===== src/rtl/sid_pkg.sv =====
// -----------------------------------------------------------------------------
// sid_pkg
// Shared definitions for the SID bus slave: register address map, register
// count, bus-access FSM state encoding and the bit layout of the synchronized
// bus bundle.
// -----------------------------------------------------------------------------
package sid_pkg;

    localparam int SID_NUM_REGS = 25;  // writable registers 0x00..0x18

    // Voice 1
    localparam logic [4:0] SID_ADDR_FREQLO1 = 5'h00, SID_ADDR_FREQHI1 = 5'h01;
    localparam logic [4:0] SID_ADDR_PWLO1   = 5'h02, SID_ADDR_PWHI1   = 5'h03;
    localparam logic [4:0] SID_ADDR_CR1     = 5'h04, SID_ADDR_AD1     = 5'h05;
    localparam logic [4:0] SID_ADDR_SR1     = 5'h06;
    // Voice 2
    localparam logic [4:0] SID_ADDR_FREQLO2 = 5'h07, SID_ADDR_FREQHI2 = 5'h08;
    localparam logic [4:0] SID_ADDR_PWLO2   = 5'h09, SID_ADDR_PWHI2   = 5'h0A;
    localparam logic [4:0] SID_ADDR_CR2     = 5'h0B, SID_ADDR_AD2     = 5'h0C;
    localparam logic [4:0] SID_ADDR_SR2     = 5'h0D;
    // Voice 3
    localparam logic [4:0] SID_ADDR_FREQLO3 = 5'h0E, SID_ADDR_FREQHI3 = 5'h0F;
    localparam logic [4:0] SID_ADDR_PWLO3   = 5'h10, SID_ADDR_PWHI3   = 5'h11;
    localparam logic [4:0] SID_ADDR_CR3     = 5'h12, SID_ADDR_AD3     = 5'h13;
    localparam logic [4:0] SID_ADDR_SR3     = 5'h14;
    // Filter / volume
    localparam logic [4:0] SID_ADDR_FCLO    = 5'h15, SID_ADDR_FCHI    = 5'h16;
    localparam logic [4:0] SID_ADDR_RESFILT = 5'h17, SID_ADDR_MODEVOL = 5'h18;
    // Read-only sources
    localparam logic [4:0] SID_ADDR_POTX    = 5'h19, SID_ADDR_POTY    = 5'h1A;
    localparam logic [4:0] SID_ADDR_OSC3    = 5'h1B, SID_ADDR_ENV3    = 5'h1C;

    // Synchronized bundle: {data[15:8], addr[7:3], rw[2], notcs[1], phi2[0]}
    localparam int SID_SYNC_W    = 16;
    localparam int SID_SYNC_PHI2 = 0;

    typedef enum logic [1:0] {
        ST_IDLE   = 2'd0,
        ST_ARMED  = 2'd1,
        ST_COMMIT = 2'd2
    } sid_state_e;

    function automatic logic sid_is_reg_addr(input logic [4:0] addr);
        return addr <= SID_ADDR_MODEVOL;
    endfunction

endpackage


===== src/rtl/sid_bus_sync.sv =====
// -----------------------------------------------------------------------------
// sid_bus_sync
// Multi-flop synchronizer for the whole SID bus bundle plus phi2 falling-edge
// detection in the system clock domain.
//   clk          system clock
//   rst_n        asynchronous active-low reset (clears every stage)
//   i_async      raw bus bundle (layout in sid_pkg)
//   o_sync       bundle after SYNC_STAGES flops
//   o_phi2_fall  one-cycle pulse on the first synced phi2=0 after phi2=1
// -----------------------------------------------------------------------------
module sid_bus_sync
    import sid_pkg::*;
#(
    parameter int SYNC_STAGES = 2   // legal 2..4
) (
    input  logic                  clk,
    input  logic                  rst_n,
    input  logic [SID_SYNC_W-1:0] i_async,
    output logic [SID_SYNC_W-1:0] o_sync,
    output logic                  o_phi2_fall
);

    logic [SYNC_STAGES-1:0][SID_SYNC_W-1:0] r_chain;
    logic                                   r_phi2_prev;

    // NOTE: sequential state uses non-blocking (<=) so every flop samples the
    // pre-edge value of its neighbour; blocking here would collapse the chain.
    always_ff @(posedge clk or negedge rst_n) begin
        if (!rst_n) begin
            r_chain     <= '0;
            r_phi2_prev <= 1'b0;
        end else begin
            r_chain     <= {r_chain[SYNC_STAGES-2:0], i_async};
            r_phi2_prev <= r_chain[SYNC_STAGES-1][SID_SYNC_PHI2];
        end
    end

    assign o_sync      = r_chain[SYNC_STAGES-1];
    assign o_phi2_fall = r_phi2_prev & ~o_sync[SID_SYNC_PHI2];

endmodule


===== src/rtl/sid_bus_slave.sv =====
// -----------------------------------------------------------------------------
// sid_bus_slave
// SID register-file bus slave. Synchronizes the asynchronous phi2 bus, commits
// writes on the phi2 falling edge into a 25-entry register array, serves reads
// of the read-only sources and exposes an internal registered read port.
//   C6_CLK_8MHZ / SID_NOTRES       system clock / async active-low reset
//   SID_CLK, SID_NOTCS, SID_RW,
//   SID_ADDR, SID_DATA_IN          bus from the master (asynchronous)
//   SID_DATA_OUT, SID_DATA_OE      read data and its output enable
//   POTX, POTY, OSC3, ENV3         read-only sources at 0x19..0x1C
//   WR_STB, WR_ADDR, WR_DATA       one-cycle notification of each committed write
//   REG_RADDR / REG_RDATA          internal read port, one-cycle latency
//   GATE                           bit 0 of control registers 0x04/0x0B/0x12
// Optional feature macro: SID_BUSDECAY_EN -- reads of write-only addresses
// return the last written byte, which decays to 0x00 after DECAY_CYCLES.
// -----------------------------------------------------------------------------
module sid_bus_slave
    import sid_pkg::*;
#(
    parameter int          SYNC_STAGES  = 2,
    parameter logic [21:0] DECAY_CYCLES = 22'd2000000
) (
    input  logic       C6_CLK_8MHZ,
    input  logic       SID_NOTRES,
    input  logic       SID_CLK,
    input  logic       SID_NOTCS,
    input  logic       SID_RW,
    input  logic [4:0] SID_ADDR,
    input  logic [7:0] SID_DATA_IN,
    output logic [7:0] SID_DATA_OUT,
    output logic       SID_DATA_OE,
    input  logic [7:0] POTX,
    input  logic [7:0] POTY,
    input  logic [7:0] OSC3,
    input  logic [7:0] ENV3,
    output logic       WR_STB,
    output logic [4:0] WR_ADDR,
    output logic [7:0] WR_DATA,
    input  logic [4:0] REG_RADDR,
    output logic [7:0] REG_RDATA,
    output logic [2:0] GATE
);

    logic [SID_SYNC_W-1:0] w_sync;
    logic                  w_phi2, w_notcs, w_rw, w_phi2_fall;
    logic [4:0]            w_addr;
    logic [7:0]            w_din;

    sid_bus_sync #(.SYNC_STAGES(SYNC_STAGES)) u_sync (
        .clk         (C6_CLK_8MHZ),
        .rst_n       (SID_NOTRES),
        .i_async     ({SID_DATA_IN, SID_ADDR, SID_RW, SID_NOTCS, SID_CLK}),
        .o_sync      (w_sync),
        .o_phi2_fall (w_phi2_fall)
    );

    assign w_phi2  = w_sync[0];
    assign w_notcs = w_sync[1];
    assign w_rw    = w_sync[2];
    assign w_addr  = w_sync[7:3];
    assign w_din   = w_sync[15:8];

    // ---------------- bus-access FSM ----------------
    sid_state_e r_state, w_next_state;

    always_ff @(posedge C6_CLK_8MHZ or negedge SID_NOTRES) begin
        if (!SID_NOTRES) r_state <= ST_IDLE;
        else             r_state <= w_next_state;
    end

    // NOTE: every always_comb output gets a default first so no path leaves
    // it unassigned, which would otherwise infer a latch.
    always_comb begin
        w_next_state = r_state;
        case (r_state)
            ST_IDLE:   if (w_phi2 && !w_notcs) w_next_state = ST_ARMED;
            ST_ARMED:  begin
                // Chip select dropping before the phi2 fall aborts the access.
                if (w_notcs)          w_next_state = ST_IDLE;
                else if (w_phi2_fall) w_next_state = ST_COMMIT;
            end
            ST_COMMIT: w_next_state = ST_IDLE;
            default:   w_next_state = ST_IDLE;
        endcase
    end

    // Capture tracks the bus every selected phi2-high cycle, so at the fall it
    // holds the values of the last phi2=1 cycle.
    logic       r_cap_rw;
    logic [4:0] r_cap_addr;
    logic [7:0] r_cap_data;

    always_ff @(posedge C6_CLK_8MHZ or negedge SID_NOTRES) begin
        if (!SID_NOTRES) begin
            r_cap_rw   <= 1'b1;
            r_cap_addr <= '0;
            r_cap_data <= '0;
        end else if (w_phi2 && !w_notcs) begin
            r_cap_rw   <= w_rw;
            r_cap_addr <= w_addr;
            r_cap_data <= w_din;
        end
    end

    logic w_wr_en;

    always_comb begin
        w_wr_en = (r_state == ST_COMMIT) && !r_cap_rw && sid_is_reg_addr(r_cap_addr);
        WR_STB  = w_wr_en;
        WR_ADDR = w_wr_en ? r_cap_addr : 5'd0;
        WR_DATA = w_wr_en ? r_cap_data : 8'd0;
    end

    // ---------------- register array ----------------
    logic [7:0] r_regs [SID_NUM_REGS];
    logic [7:0] r_reg_rdata;

    // NOTE: the array is built from flops with an async clear because reset must
    // wipe the register contents; this deliberately rules out a RAM macro.
    always_ff @(posedge C6_CLK_8MHZ or negedge SID_NOTRES) begin
        if (!SID_NOTRES) begin
            for (int i = 0; i < SID_NUM_REGS; i++) r_regs[i] <= '0;
            r_reg_rdata <= '0;
        end else begin
            if (w_wr_en) r_regs[r_cap_addr] <= r_cap_data;
            // Reads the pre-commit value when colliding with a write.
            r_reg_rdata <= sid_is_reg_addr(REG_RADDR) ? r_regs[REG_RADDR] : 8'h00;
        end
    end

    assign REG_RDATA = r_reg_rdata;

    // GATE follows the write already in the commit cycle, ahead of the array.
    always_comb begin
        GATE = {r_regs[SID_ADDR_CR3][0], r_regs[SID_ADDR_CR2][0], r_regs[SID_ADDR_CR1][0]};
        if (w_wr_en) begin
            case (r_cap_addr)
                SID_ADDR_CR1: GATE[0] = r_cap_data[0];
                SID_ADDR_CR2: GATE[1] = r_cap_data[0];
                SID_ADDR_CR3: GATE[2] = r_cap_data[0];
                default:      ;
            endcase
        end
    end

    // ---------------- bus-hold value for write-only reads ----------------
    logic [7:0] w_bus_hold;

`ifdef SID_BUSDECAY_EN
    logic [7:0]  r_decay_byte;
    logic [21:0] r_decay_cnt;

    always_ff @(posedge C6_CLK_8MHZ or negedge SID_NOTRES) begin
        if (!SID_NOTRES) begin
            r_decay_byte <= '0;
            r_decay_cnt  <= '0;
        end else if (w_wr_en) begin
            r_decay_byte <= r_cap_data;
            r_decay_cnt  <= DECAY_CYCLES;
        end else if (r_decay_cnt != 22'd0) begin
            r_decay_cnt <= r_decay_cnt - 22'd1;
            if (r_decay_cnt == 22'd1) r_decay_byte <= '0;
        end
    end

    assign w_bus_hold = r_decay_byte;
`else
    assign w_bus_hold = 8'h00;
`endif

    // ---------------- read path ----------------
    logic       w_rd_active;
    logic [7:0] w_rd_mux;
    logic       r_oe;
    logic [7:0] r_dout;

    assign w_rd_active = w_phi2 && !w_notcs && w_rw;

    always_comb begin
        w_rd_mux = w_bus_hold;
        case (w_addr)
            SID_ADDR_POTX: w_rd_mux = POTX;
            SID_ADDR_POTY: w_rd_mux = POTY;
            SID_ADDR_OSC3: w_rd_mux = OSC3;
            SID_ADDR_ENV3: w_rd_mux = ENV3;
            default:       ;
        endcase
    end

    always_ff @(posedge C6_CLK_8MHZ or negedge SID_NOTRES) begin
        if (!SID_NOTRES) begin
            r_oe   <= 1'b0;
            r_dout <= '0;
        end else begin
            r_oe   <= w_rd_active;
            r_dout <= w_rd_active ? w_rd_mux : 8'h00;
        end
    end

    assign SID_DATA_OE  = r_oe;
    assign SID_DATA_OUT = r_dout;

endmodule


===== config.mk =====
export PLATFORM = sky130hd
export DESIGN_NAME = sid_bus_slave
export DESIGN_NICKNAME = d
export VERILOG_FILES = /design/src/rtl/sid_pkg.sv /design/src/rtl/sid_bus_sync.sv /design/src/rtl/sid_bus_slave.sv
export SDC_FILE = /design/constraint.sdc
export NUM_CORES = 1
export LEC_CHECK = 0
export ABC_CLOCK_PERIOD_IN_PS = 2300
export BUFFER_PORTS_ARGS = -buffer_cell sky130_fd_sc_hd__buf_2
export CORE_MARGIN = 5
export CORE_UTILIZATION = 43
export DETAILED_ROUTE_END_ITERATION = 10
export GPL_TIMING_DRIVEN = 1
export SYNTH_ARGS = -nofsm -noshare
export SYNTH_HDL_FRONTEND = slang
export SYNTH_SLANG_ARGS = --single-unit

===== constraint.sdc =====
create_clock -name C6_CLK_8MHZ -period 2.3 [get_ports C6_CLK_8MHZ]
set_clock_uncertainty 0.05 [all_clocks]
set_input_delay 0.23 -clock C6_CLK_8MHZ [delete_from_list [all_inputs] [get_ports C6_CLK_8MHZ]]
set_output_delay 0.23 -clock C6_CLK_8MHZ [all_outputs]
set_load 0.02 [all_outputs]

== Word level (Yosys, flattened, before mapping) ==
Index checks and enable logic that the tools add are counted.

* Register bits after elaboration: 266
* Bits of input ports: 55
* Output and inout bits: 34
* Logic and storage cells: 83

* $lt $le $gt $ge: 5
* Equal/unequal tests: 11
* Mux-type cells: 19
* Bitwise logic cells: 4
* Reductions and logical operators: 9

{| class="wikitable"
|+ Operators by type and width
! kind !! count
|-
| bitwise mux 200 bit || 1
|-
| two-way mux 8 bit || 6
|-
| binary-select mux 8 bit (select 5 bit) || 1
|-
| demux 8 bit (select 5 bit) || 1
|-
| one-hot mux 8 bit (4 select lines) || 1
|-
| equality test 5 bit, second input constant || 5
|-
| greater-or-equal comparator 6 bit, second input constant || 2
|-
| inverter 5 -> 6 bit || 2
|-
| <= comparator 5 bit, second input constant || 2
|-
| less-than comparator 6 x 1 -> 1 bit, second input constant || 1
|-
| two-way mux 2 bit || 3
|-
| equality test 5 x 3 -> 1 bit, second input constant || 1
|-
| equality test 5 x 4 -> 1 bit, second input constant || 1
|-
| logical AND 1 bit || 5
|-
| two-way mux 5 bit || 1
|-
| one-hot mux 2 bit (2 select lines) || 1
|-
| two-way mux 1 bit || 3
|-
| two-way mux 3 bit || 1
|-
| != test 3 x 1 -> 1 bit, second input constant || 1
|-
| equality test 2 x 1 -> 1 bit, second input constant || 1
|-
| equality test 2 bit, second input constant || 1
|-
| logical NOT 1 bit || 2
|-
| logical NOT 2 bit || 1
|-
| != test 2 bit, second input constant || 1
|-
| other kinds (3) || 3
|}

== Logic depth before layout (Yosys ltp) ==
Gate-level depths: netlist of run 1.

* Depth after elaboration: 6
* Mapped depth: 6
* Gate-level depth less buffers: 4

== Modules after synthesis ==
From an unflattened synthesis of run 1, not the netlist that was laid out.

* Cell total of the unflattened synthesis: 768
* Area, all modules: 11613.6 um2

{| class="wikitable"
|+ By module, submodules not included
! module !! times used !! cells each !! area an instance (um2) !! seq. area each (um2)
|-
| sid_bus_slave || 1 || 718 || 10654.0 || 5831.8
|-
| sid_bus_sync || 1 || 50 || 959.7 || 825.8
|}

== Least setup slack after synthesis of run 1 ==
Ideal clock, no wire load.

* Kind: register -> output
* Start point: register r_cap_addr[2]
* End point: output GATE[1]
* Arrival time: 1.837 ns
* Required time: 2.020 ns
* Path slack: 0.183 ns
* Cell stages (with the launch flop): 6
* Path buffers: 1
* Cells stage by stage: dfrtp_1 -> or4b_4 -> nor2_1 -> and3_1 -> buf_2 -> mux2_2

* Longest elaborated chain between the ends: 3
* Elaborated cells between the ends (all ways): 5
* Classes of those cells: order compare (1); eq/ne (1); mux (2); reduce/logical (1)

{| class="wikitable"
|+ RTL lines
! item !! line !! source
|-
| from (decl) || sid_bus_slave.sv:90 || <nowiki>logic [4:0] r_cap_addr;</nowiki>
|-
| from (signal assigned) || sid_bus_slave.sv:100 || <nowiki>r_cap_addr <= w_addr;</nowiki>
|-
| <= comparator 5 bit or equality test 5 x 4 -> 1 bit (tied branches) || sid_pkg.sv:44, sid_bus_slave.sv:137 ||
|-
| logical AND 1 bit or two-way mux 1 bit (tied branches) || sid_bus_slave.sv:108, sid_bus_slave.sv:137 ||
|-
| two-way mux 3 bit (*) || sid_bus_slave.sv:136 || <nowiki>if (w_wr_en) begin</nowiki>
|-
| to (decl) || sid_bus_slave.sv:41 || <nowiki>output logic [2:0] GATE</nowiki>
|}

Every way passes the cells marked *; elsewhere a longest branch is shown, timed or not.

== Final worst setup path of run 1 ==
Ends and elaborated chain as after synthesis.

==> results of run 1 <==
[worst max-delay path, cell delays in order, from the launching register on]
cell	delay (ps)
dfrtp_1	370
or4b_4	590
nor2_4	110
and3_4	220
mux2_4	320
buf_6	130
[worst paths after layout]
| path | start | to | slack [ps] | cells past startpoint |
|---|---|---|---|---|
| worst min-delay path | POTX[1] | SID_DATA_OUT[1] | 40 | 3 |
| worst max-delay path | r_cap_addr[2] | GATE[1] | -280 | 5 |
| worst min register to register | u_sync.r_chain[8] | u_sync.o_sync[8] | 300 | 0 |
| worst max register to register | r_cap_addr[2] | r_regs[5] | 0 | 5 |
| min in group asynchronous | SID_NOTRES | r_regs[125] | 160 | 2 |
| max in group asynchronous | SID_NOTRES | r_cap_rw | 1320 | 3 |
[cells by family after synthesis]
| group | count (synthesis) |
|---|---|
| simple gates | 100 |
| compound gates | 59 |
| buf+inv | 54 |
| xor+xnor | 1 |
| flops | 266 |
| mux | 273 |
[metal layers]
layer / wire length (um) / vias up / GRT usage (%)
met3: 1330 / 44 / 3.36
met5: 0 / - / 0
met4: 601 / 0 / 5.42
met2: 14200 / 175 / 32.0
met1: 12900 / 3783 / 26.4
li1: - / 3134 / -
[sequential cells by signal, summed over array words and instances (netlist names), 2 cells and up]
name	cells
r_state	2
r_cap_data	8
REG_RDATA	8
r_regs	200
u_sync.r_chain	16
SID_DATA_OUT	8
u_sync.o_sync	16
r_cap_addr	5
[synth_stat cells, drive strengths merged (8+ instances only)]
library cell  instances
mux4                 40
a21oi                11
nor2                 11
nand2                26
a221oi                8
dfrtp               265
nand3b                8
mux2                231
a222oi                8
buf                  17
and2                 15
clkbuf               34
nand3                11
[cell type report]
type	instances	area [sq um]	area share [%]
clock buffers	39	803	5.66
flip-flops and latches	266	6660	46.9
multi-input cells	433	4690	33.0
well taps	335	419	2.95
inverters	3	11.3	0.0794
repair buffers	186	1450	10.2
clock inverters	14	154	1.08
[per-stage QoR]
step	utilization (%)	setup WS (ps)	instance area [sq um]
after floorplan	-	183	11400
after global placement	48.0	95.6	12500
after detailed placement	48.0	107	12500
after global routing	54.3	-338	14200
final	54.3	-275	14200
after CTS	53.9	-331	14100
[power groups by stage]
stage               clock network (mW)  logic [mW]  registers, mW
finish                            4.61       0.825           5.03
global route                      4.90       0.898           5.06
CTS                               4.71       0.814           5.03
detailed placement                   0       0.735           5.12
global placement                     0       0.712           5.10
floorplan                            0       0.411           5.00
[what timing repair did]
action | 4_1_cts | 5_1_grt
hold buffers | 31 | 0
gates cloned | 1 | 0
pin swaps | 5 | 9
hold endpoints to repair | 220 | 0
buffers inserted | 8 | 7
setup endpoints to repair | 17 | 26
resized for setup | 60 | 22
==> impl_metrics.tcl, run 1 <==
set metrics [dict create \
    outcome "finished with violations" \
    violations "negative setup slack" \
    die_area_sq_um 29900 \
    internal_power_mw 7.99 \
    crit_path_end_kind "primary output" \
    yosys.area.top_type "dfrtp_1" \
    initial_core_util_pct 43.8 \
    leakage_nw 6.88 \
    synth-main-ff-cell "dfrtp_1" \
    drt_iter0_markers 363 \
    synth_top_family_by_area "multiplexers" \
    cts_max_level 1 \
    post_drt_wl_per_cell_um 22.7 \
    firstDrtPassIters 6 \
    hold_ws_ps 36.7 \
    hold_viol_final 0 \
    areaGrowthSynthToFinish_pct 24.1 \
    slew_viol_final 0 \
    num-nets-final 974 \
    ios 89 \
    cts-root-buf "clkbuf_16" \
    synth_area_leaders "dfrtp_1 58%, mux2_2 23%, mux4_2 7.9%, clkbuf_1 1.1%, nand2_1 0.85%" \
    synthAdderAreaFrac_pct 0 \
    pwr-share-clk_pct 44.0 \
    final_common_cell "dfrtp_1" \
    synth-simple-area-share_pct 4.97 \
    p_sw_mw 2.48 \
    grt_overflow_total 0 \
    synthDominantCellAreaShare_pct 58.0 \
    hold_class "in -> reg" \
    cts_buffer_depth 3 \
    yosysUniqueCellTypes 41 \
    finalNonFillerCells 1276 \
    syn_nets 808 \
    grt_usage_pct 19.3 \
    grt_pass1_wl_um 46200 \
    die_y_um 173 \
    fillers 2158 \
    core.rowCount 59 \
    ant_nets 0 \
    seqPwrFrac_pct 48.1 \
    synth_mux_area_share_pct 30.8 \
    synth-async-reset-ratio_pct 100 \
    fin_crit_ps 2580 \
    swShare_pct 23.7 \
    antenna_found_initial 0 \
    synth_warnings 0 \
    antenna_cells 0 \
    core-area_sq_um 26100 \
    cap_violations 0 \
    io_buffers 88 \
    dpl.cell_count 1177 \
    die_x_um 173 \
    grt_pass1_vias 8027 \
    synth-seq-cells 266 \
    critPathLaunchType "flip-flop" \
    worst_pin_slew_ps 1110 \
    ys_seq_area_share_pct 58.2 \
    avgSynthCellArea_sq_um 15.2 \
    cp.arrival_ps 2300 \
    cts_sinks 266 \
    rsz0062_at_grt "true" \
    numCtsBuffers 29 \
    syn_area_sq_um 11400 \
    finalCritPeriodShare_pct 112 \
    pwr-share-comb_pct 7.9 \
    synth_xor_area_share_pct 0.0766 \
    layout_common_cells "263 x dfrtp_1, 228 x mux2_2, 71 x buf_2, 57 x buf_4, 40 x mux4_2" \
    drt-vias-per-instance 5.59 \
    syn_inst 753 \
    path_class "reg -> out" \
    cts_tree "yes" \
    vias 7136 \
    powerDensity_nw_per_um2 738 \
    required_ps 2020 \
    synth_compound_area_share_pct 3.90 \
    path_clk_slew_ps 60 \
    setup_ws_ps -275 \
    crit_fanout 3 \
    power_mw 10.5 \
    synth-edff-count 0 \
    ir_drop_mv 0.453 \
    wl_um 29000 \
    drc 0 \
    place.gp.congestion 0.834 \
    setup_viol 21 \
    dp_hpwl_um 19600 \
    relSlewSlack_pct 26.0 \
    clk_latency_ps 540 \
    final_layout_size_suffix_gt1_share_pct 54.8 \
    fmax_ghz 0.388 \
    finalSetupTns_ps -1980 \
    grt_max_degree 64 \
]
Note: power is estimated with default switching activity, not from simulation.
==> inputs of run 2 (changes only) <==
- CORE_MARGIN: 5 -> 2
- MAX_ROUTING_LAYER: unset -> met4
- PLACE_DENSITY: unset -> 0.61
==> run 2 against run 1 <==
The flow still finishes with violations (negative setup slack); total power up 5.2%; wire length shrank 1.8%; utilization up 1.0 points; sequential cell count stayed put; sequential share of layout area down 0.74 points; sequential power about the same; count of clock-buffer cells in the layout decreased by 6; combinational power is 3.8% higher; non-clock buffer count increased by 7; global-route usage increased by 2.0 points; cell area is 1.6% higher.
==> impl_metrics.tcl, run 2 (same netlist as run 1, synthesis figures left out) <==
set metrics [dict create \
    outcome "finished with violations" \
    violations "negative setup slack" \
    hold_class "in -> reg" \
    crit_fanout 3 \
    final_util_pct 55.3 \
    path_class "reg -> out" \
    initial_core_util_pct 43.9 \
    regMostFlops "r_regs" \
    grt_pass1_wl_um 44700 \
    areaGrowthSynthToFinish_pct 26.1 \
    fillers 2050 \
    setup_viol 40 \
    r2r_start "r_cap_addr[2]" \
    ios 89 \
    dpl.cell_count 1173 \
    final_layout_size_suffix_gt1_share_pct 53.9 \
    fmax_ghz 0.385 \
    seq_area_sq_um 6660 \
    max_stage_delay_ps 600 \
    largest_reg_flops 200 \
    cts-root-buf "clkbuf_16" \
    cts_max_level 1 \
    grt_usage_pct 21.3 \
    core.rowCount 59 \
    path_clk_slew_ps 60 \
    layout_common_cells "261 x dfrtp_1, 228 x mux2_2, 71 x buf_2, 46 x dlygate4sd3_1, 45 x buf_4" \
    crit_path_end_kind "primary output" \
    grt_pass1_vias 7702 \
    vias 7194 \
    cp_top_family "simple AND/OR/NAND/NOR gates" \
    die_area_sq_um 27900 \
    finalCritPeriodShare_pct 113 \
    finalSetupTns_ps -2990 \
    rsz0062_at_grt "true" \
    grt_max_degree 70 \
    final_common_cell "dfrtp_1" \
    place.gp.congestion 0.873 \
    grt_overflow_total 0 \
    relSlewSlack_pct 44.7 \
    leakage_nw 6.95 \
    worstPathCellList "or4b_4 -> buf_12 -> nor2_4 -> nand2_2 -> mux2_4 -> buf_6" \
    finalNonFillerCells 1282 \
    critPathLaunchType "flip-flop" \
    numCtsBuffers 28 \
    worstHoldStart "POTX[7]" \
    antenna_cells 0 \
    cts_tree "yes" \
    ant_nets 0 \
    die_x_um 167 \
    drc 0 \
    ir_drop_mv 0.591 \
    cp.arrival_ps 2310 \
    fin_crit_ps 2590 \
    multiInputGateArea_sq_um 4670 \
    firstDrtPassIters 5 \
    dp_hpwl_um 18600 \
    powerDensity_nw_per_um2 763 \
    hold_viol_final 0 \
    cts_sinks 266 \
    cap_violations 0 \
    required_ps 2020 \
    worst-path-buf-inv 2 \
    die_y_um 167 \
    antenna_found_initial 0 \
    num-nets-final 980 \
    slowest_stage "or4b_4" \
    slew_viol_final 0 \
    power_mw 11.0 \
    worst_pin_slew_ps 827 \
    wl_um 28500 \
    cp-startpoint "r_cap_addr[2]" \
    cts_buffer_depth 3 \
    core-area_sq_um 26100 \
    setup_ws_ps -294 \
    drt_iter0_markers 512 \
    post_drt_wl_per_cell_um 22.2 \
    drt-vias-per-instance 5.61 \
    clk_latency_ps 550 \
    io_buffers 88 \
]
==> run 2: routing by layer <==
| layer | vias to the layer above | track usage, % | share of wire, % | routed length [um] |
|---|---|---|---|---|
| li1 | 3138 | - | - | - |
| met3 | 40 | 3.02 | 5.2 | 1470 |
| met2 | 248 | 34.1 | 48 | 13700 |
| met4 | 0 | 4.16 | 1.9 | 540 |
| met1 | 3768 | 29.3 | 45 | 12800 |
| met5 | - | - | 0 | 0 |
==> run 2: path summary, 6_finish.rpt <==
| path | endpoint | slack [ps] | depth (start not counted) |
|---|---|---|---|
| worst max-delay path | GATE[2] | -290 | 6 |
| worst max register to register | r_regs[4] | -190 | 6 |
| worst min register to register | u_sync.o_sync[9] | 290 | 0 |
| min in group asynchronous | r_regs[161] | 210 | 2 |
| worst min-delay path | SID_DATA_OUT[7] | 40 | 3 |
| max in group asynchronous | r_cap_data[5] | 1280 | 3 |
==> run 2: report_power, final <==
group | leakage [nW] | switching (mW) | internal (mW)
logic | 2.83 | 0.467 | 0.389
registers | 3.59 | 0.193 | 4.83
clock network | 0.530 | 1.87 | 3.25
==> run 2: final cells by class <==
class,count,area share (%)
clock buffer,33,5.27
clock inverter,19,2.14
inverter,3,0.0781
multi-input combinational,433,32.4
sequential,266,46.2
tap,335,2.91
timing repair buffer,193,11.0
==> run 2: worst min-delay path, cell delays in order <==
cell and delay [ps]:
buf_2 90, a222oi_1 90, a21oi_1 170
==> run 2: what timing repair did <==
action | in CTS | in global routing
gates resized for setup | 62 | 17
gates cloned | 1 | 0
hold buffers | 46 | 0
setup endpoints to repair | 14 | 62
pin swaps | 7 | 5
buffers inserted | 11 | 1
endpoints found under the hold margin | 88 | 0
==> run 2: metrics by stage <==
step | hold slack (ps) | setup slack (ps) | area (sq um)
6_report | 41.1 | -294 | 14400
5_1_grt | 27.9 | -362 | 14400
4_1_cts | 3.38 | -324 | 14400
3_5_place_dp | 197 | 87.6 | 12500
3_3_place_gp | 194 | 115 | 12500
2_1_floorplan | -116 | 183 | 11400
==> inputs of run 3 (changes only) <==
- CTS_CLUSTER_SIZE: unset -> 24
- SKIP_LAST_GASP: unset -> 1
- SYNTH_HIERARCHICAL: unset -> 1
==> run 3 against run 2 <==
The run still ends with negative setup slack left; final cell count increased by 0.94%; sequential power hardly changed; wire length rose by 0.52%; critical path depth is 1 lower; critical endpoint is now GATE[1]; largest power group unchanged; utilization fell by 0.85 points; register-to-register slack improved by 220 ps.
==> impl_metrics.tcl, run 3 <==
set metrics [dict create \
    outcome "finished with violations" \
    violations "negative setup slack" \
    grt_max_degree 72 \
    final_common_cell "dfrtp_1" \
    hold_class "in -> reg" \
    ys_seq_area_share_pct 57.3 \
    synth-seq-cells 266 \
    synth_area_leaders "dfrtp_1 57%, mux2_2 22%, mux4_2 7.8%, a22oi_1 1.5%, buf_4 1.2%" \
    worst_r2r_path_depth 7 \
    grt_pass1_wl_um 45200 \
    syn_nets 823 \
    required_ps 2020 \
    synth-async-reset-ratio_pct 100 \
    post_drt_wl_per_cell_um 22.1 \
    synth_warnings 6 \
    cap_violations 0 \
    ir_drop_mv 0.610 \
    critPathLaunchType "flip-flop" \
    syn_inst 768 \
    num-nets-final 984 \
    die_y_um 168 \
    r2r_setup_slack_ps 30 \
    cts_buffer_depth 3 \
    ios 89 \
    drt_iter0_markers 479 \
    fin_crit_ps 2620 \
    finalSetupTns_ps -1620 \
    hold_viol_final 0 \
    io_buffers 88 \
    synth-main-ff-cell "dfrtp_1" \
    path_class "reg -> out" \
    antenna_cells 0 \
    synth_common_cells "265 x dfrtp_1, 227 x mux2_2, 40 x mux4_2" \
    cts_sinks 266 \
    setup_ws_ps -321 \
    core.rowCount 60 \
    cts_tree "yes" \
    place.gp.congestion 0.859 \
    drc 0 \
    wl_um 28600 \
    hold_ws_ps 48.2 \
    grt_pass1_vias 7455 \
    worst_pin_slew_ps 943 \
    initial_core_util_pct 43.5 \
    areaGrowthSynthToFinish_pct 25.4 \
    synth.most_common_cell "dfrtp_1" \
    crit_fanout 2 \
    firstDrtPassIters 5 \
    yosysUniqueCellTypes 42 \
    avgSynthCellArea_sq_um 15.1 \
    power_mw 11.5 \
    dp_hpwl_um 19100 \
    cts_max_level 1 \
    fmax_ghz 0.382 \
    setup_viol 16 \
    drt-vias-per-instance 5.55 \
    path_clk_slew_ps 60 \
    relSlewSlack_pct 37.1 \
    fin_area_sq_um 14600 \
    finalNonFillerCells 1294 \
    die_area_sq_um 28300 \
    ant_nets 0 \
    crit_path_end_kind "primary output" \
    synthDominantCellAreaShare_pct 57.1 \
    regMostFlops "r_regs" \
    cp.arrival_ps 2340 \
    syn_area_sq_um 11600 \
    layout_common_cells "265 x dfrtp_1, 226 x mux2_2, 72 x buf_2, 49 x dlygate4sd3_1, 48 x buf_4" \
    dpl.cell_count 1180 \
    vias 7184 \
    antenna_found_initial 1 \
    leakage_nw 6.97 \
    grt_usage_pct 21.5 \
    cts-root-buf "clkbuf_16" \
    slew_viol_final 0 \
    numCtsBuffers 30 \
    largest_reg_flops 200 \
    core-area_sq_um 26700 \
    yosys.area.top_type "dfrtp_1" \
    rsz0062_at_grt "true" \
    final_layout_size_suffix_gt1_share_pct 52.6 \
    grt_overflow_total 0 \
    min_path_cells 3 \
    dpl-instance-area_sq_um 12600 \
    synth-edff-count 0 \
    finalCritPeriodShare_pct 114 \
    clk_latency_ps 550 \
    powerDensity_nw_per_um2 789 \
    die_x_um 168 \
]
[run 3: cell type report]
type	instances	area (sq um)
Fill cell	2197	12200
Clock buffer	39	866
Sequential cell	266	6660
Multi-Input combinational cell	436	4710
Inverter	1	3.75
Timing Repair Buffer	194	1580
Clock inverter	17	324
Tap cell	341	427
[run 3: metrics by stage]
step / utilization, % / setup WS (ps)
after global routing: 54.5 / -362
after detailed placement: 47.3 / 138
after floorplan: - / 196
after global placement: 47.3 / 147
final: 54.5 / -321
after CTS: 54.3 / -342
[run 3: path summary, 6_finish.rpt]
check | start | to
worst min register to register | u_sync/r_chain[14] | u_sync/o_sync[14]
worst max-delay path | r_state[0] | GATE[1]
worst max register to register | r_state[0] | r_regs[115]
max in group asynchronous | SID_NOTRES | r_cap_rw
min in group asynchronous | SID_NOTRES | r_regs[183]
worst min-delay path | REG_RADDR[4] | REG_RDATA[4]
[run 3: routing by layer]
layer	share of wire, %	vias to the layer above	track usage [%]
li1	-	3167	-
met3	3.8	59	2.42
met4	2.3	0	5.47
met1	45	3785	30.0
met5	0	-	-
met2	49	173	34.1
[run 3: repair_timing]
item                                    in CTS  in global routing
endpoints found under the setup margin      16                 24
pin swaps                                    4                  3
resized for setup                           43                  6
hold buffers                                49                  0
endpoints found under the hold margin       88                  0
buffers inserted                             7                  2
[run 3: worst max-delay path: stages, from the launching register on]
cell and delay [ps]:
dfrtp_1 380, or3b_4 410, or2_4 260, nor3_4 280, mux2_4 330, buf_6 130
[run 3: cell families (layout without fill, tap and decap cells)]
kind of cell	after synthesis	in the layout	share of synthesized area, %
buffers and inverters	66	251	2.92
flip-flops	266	266	57.3
AO/OA/AOI/OAI	67	67	4.18
AND/OR/NAND/NOR	95	95	5.17
XOR/XNOR	1	1	0.0754
multiplexers	273	273	30.3
[run 3: power by group]
| part | switching [mW] | internal [mW] |
|---|---|---|
| Combinational | 0.466 | 0.391 |
| Clock | 1.94 | 3.65 |
| Sequential | 0.192 | 4.84 |
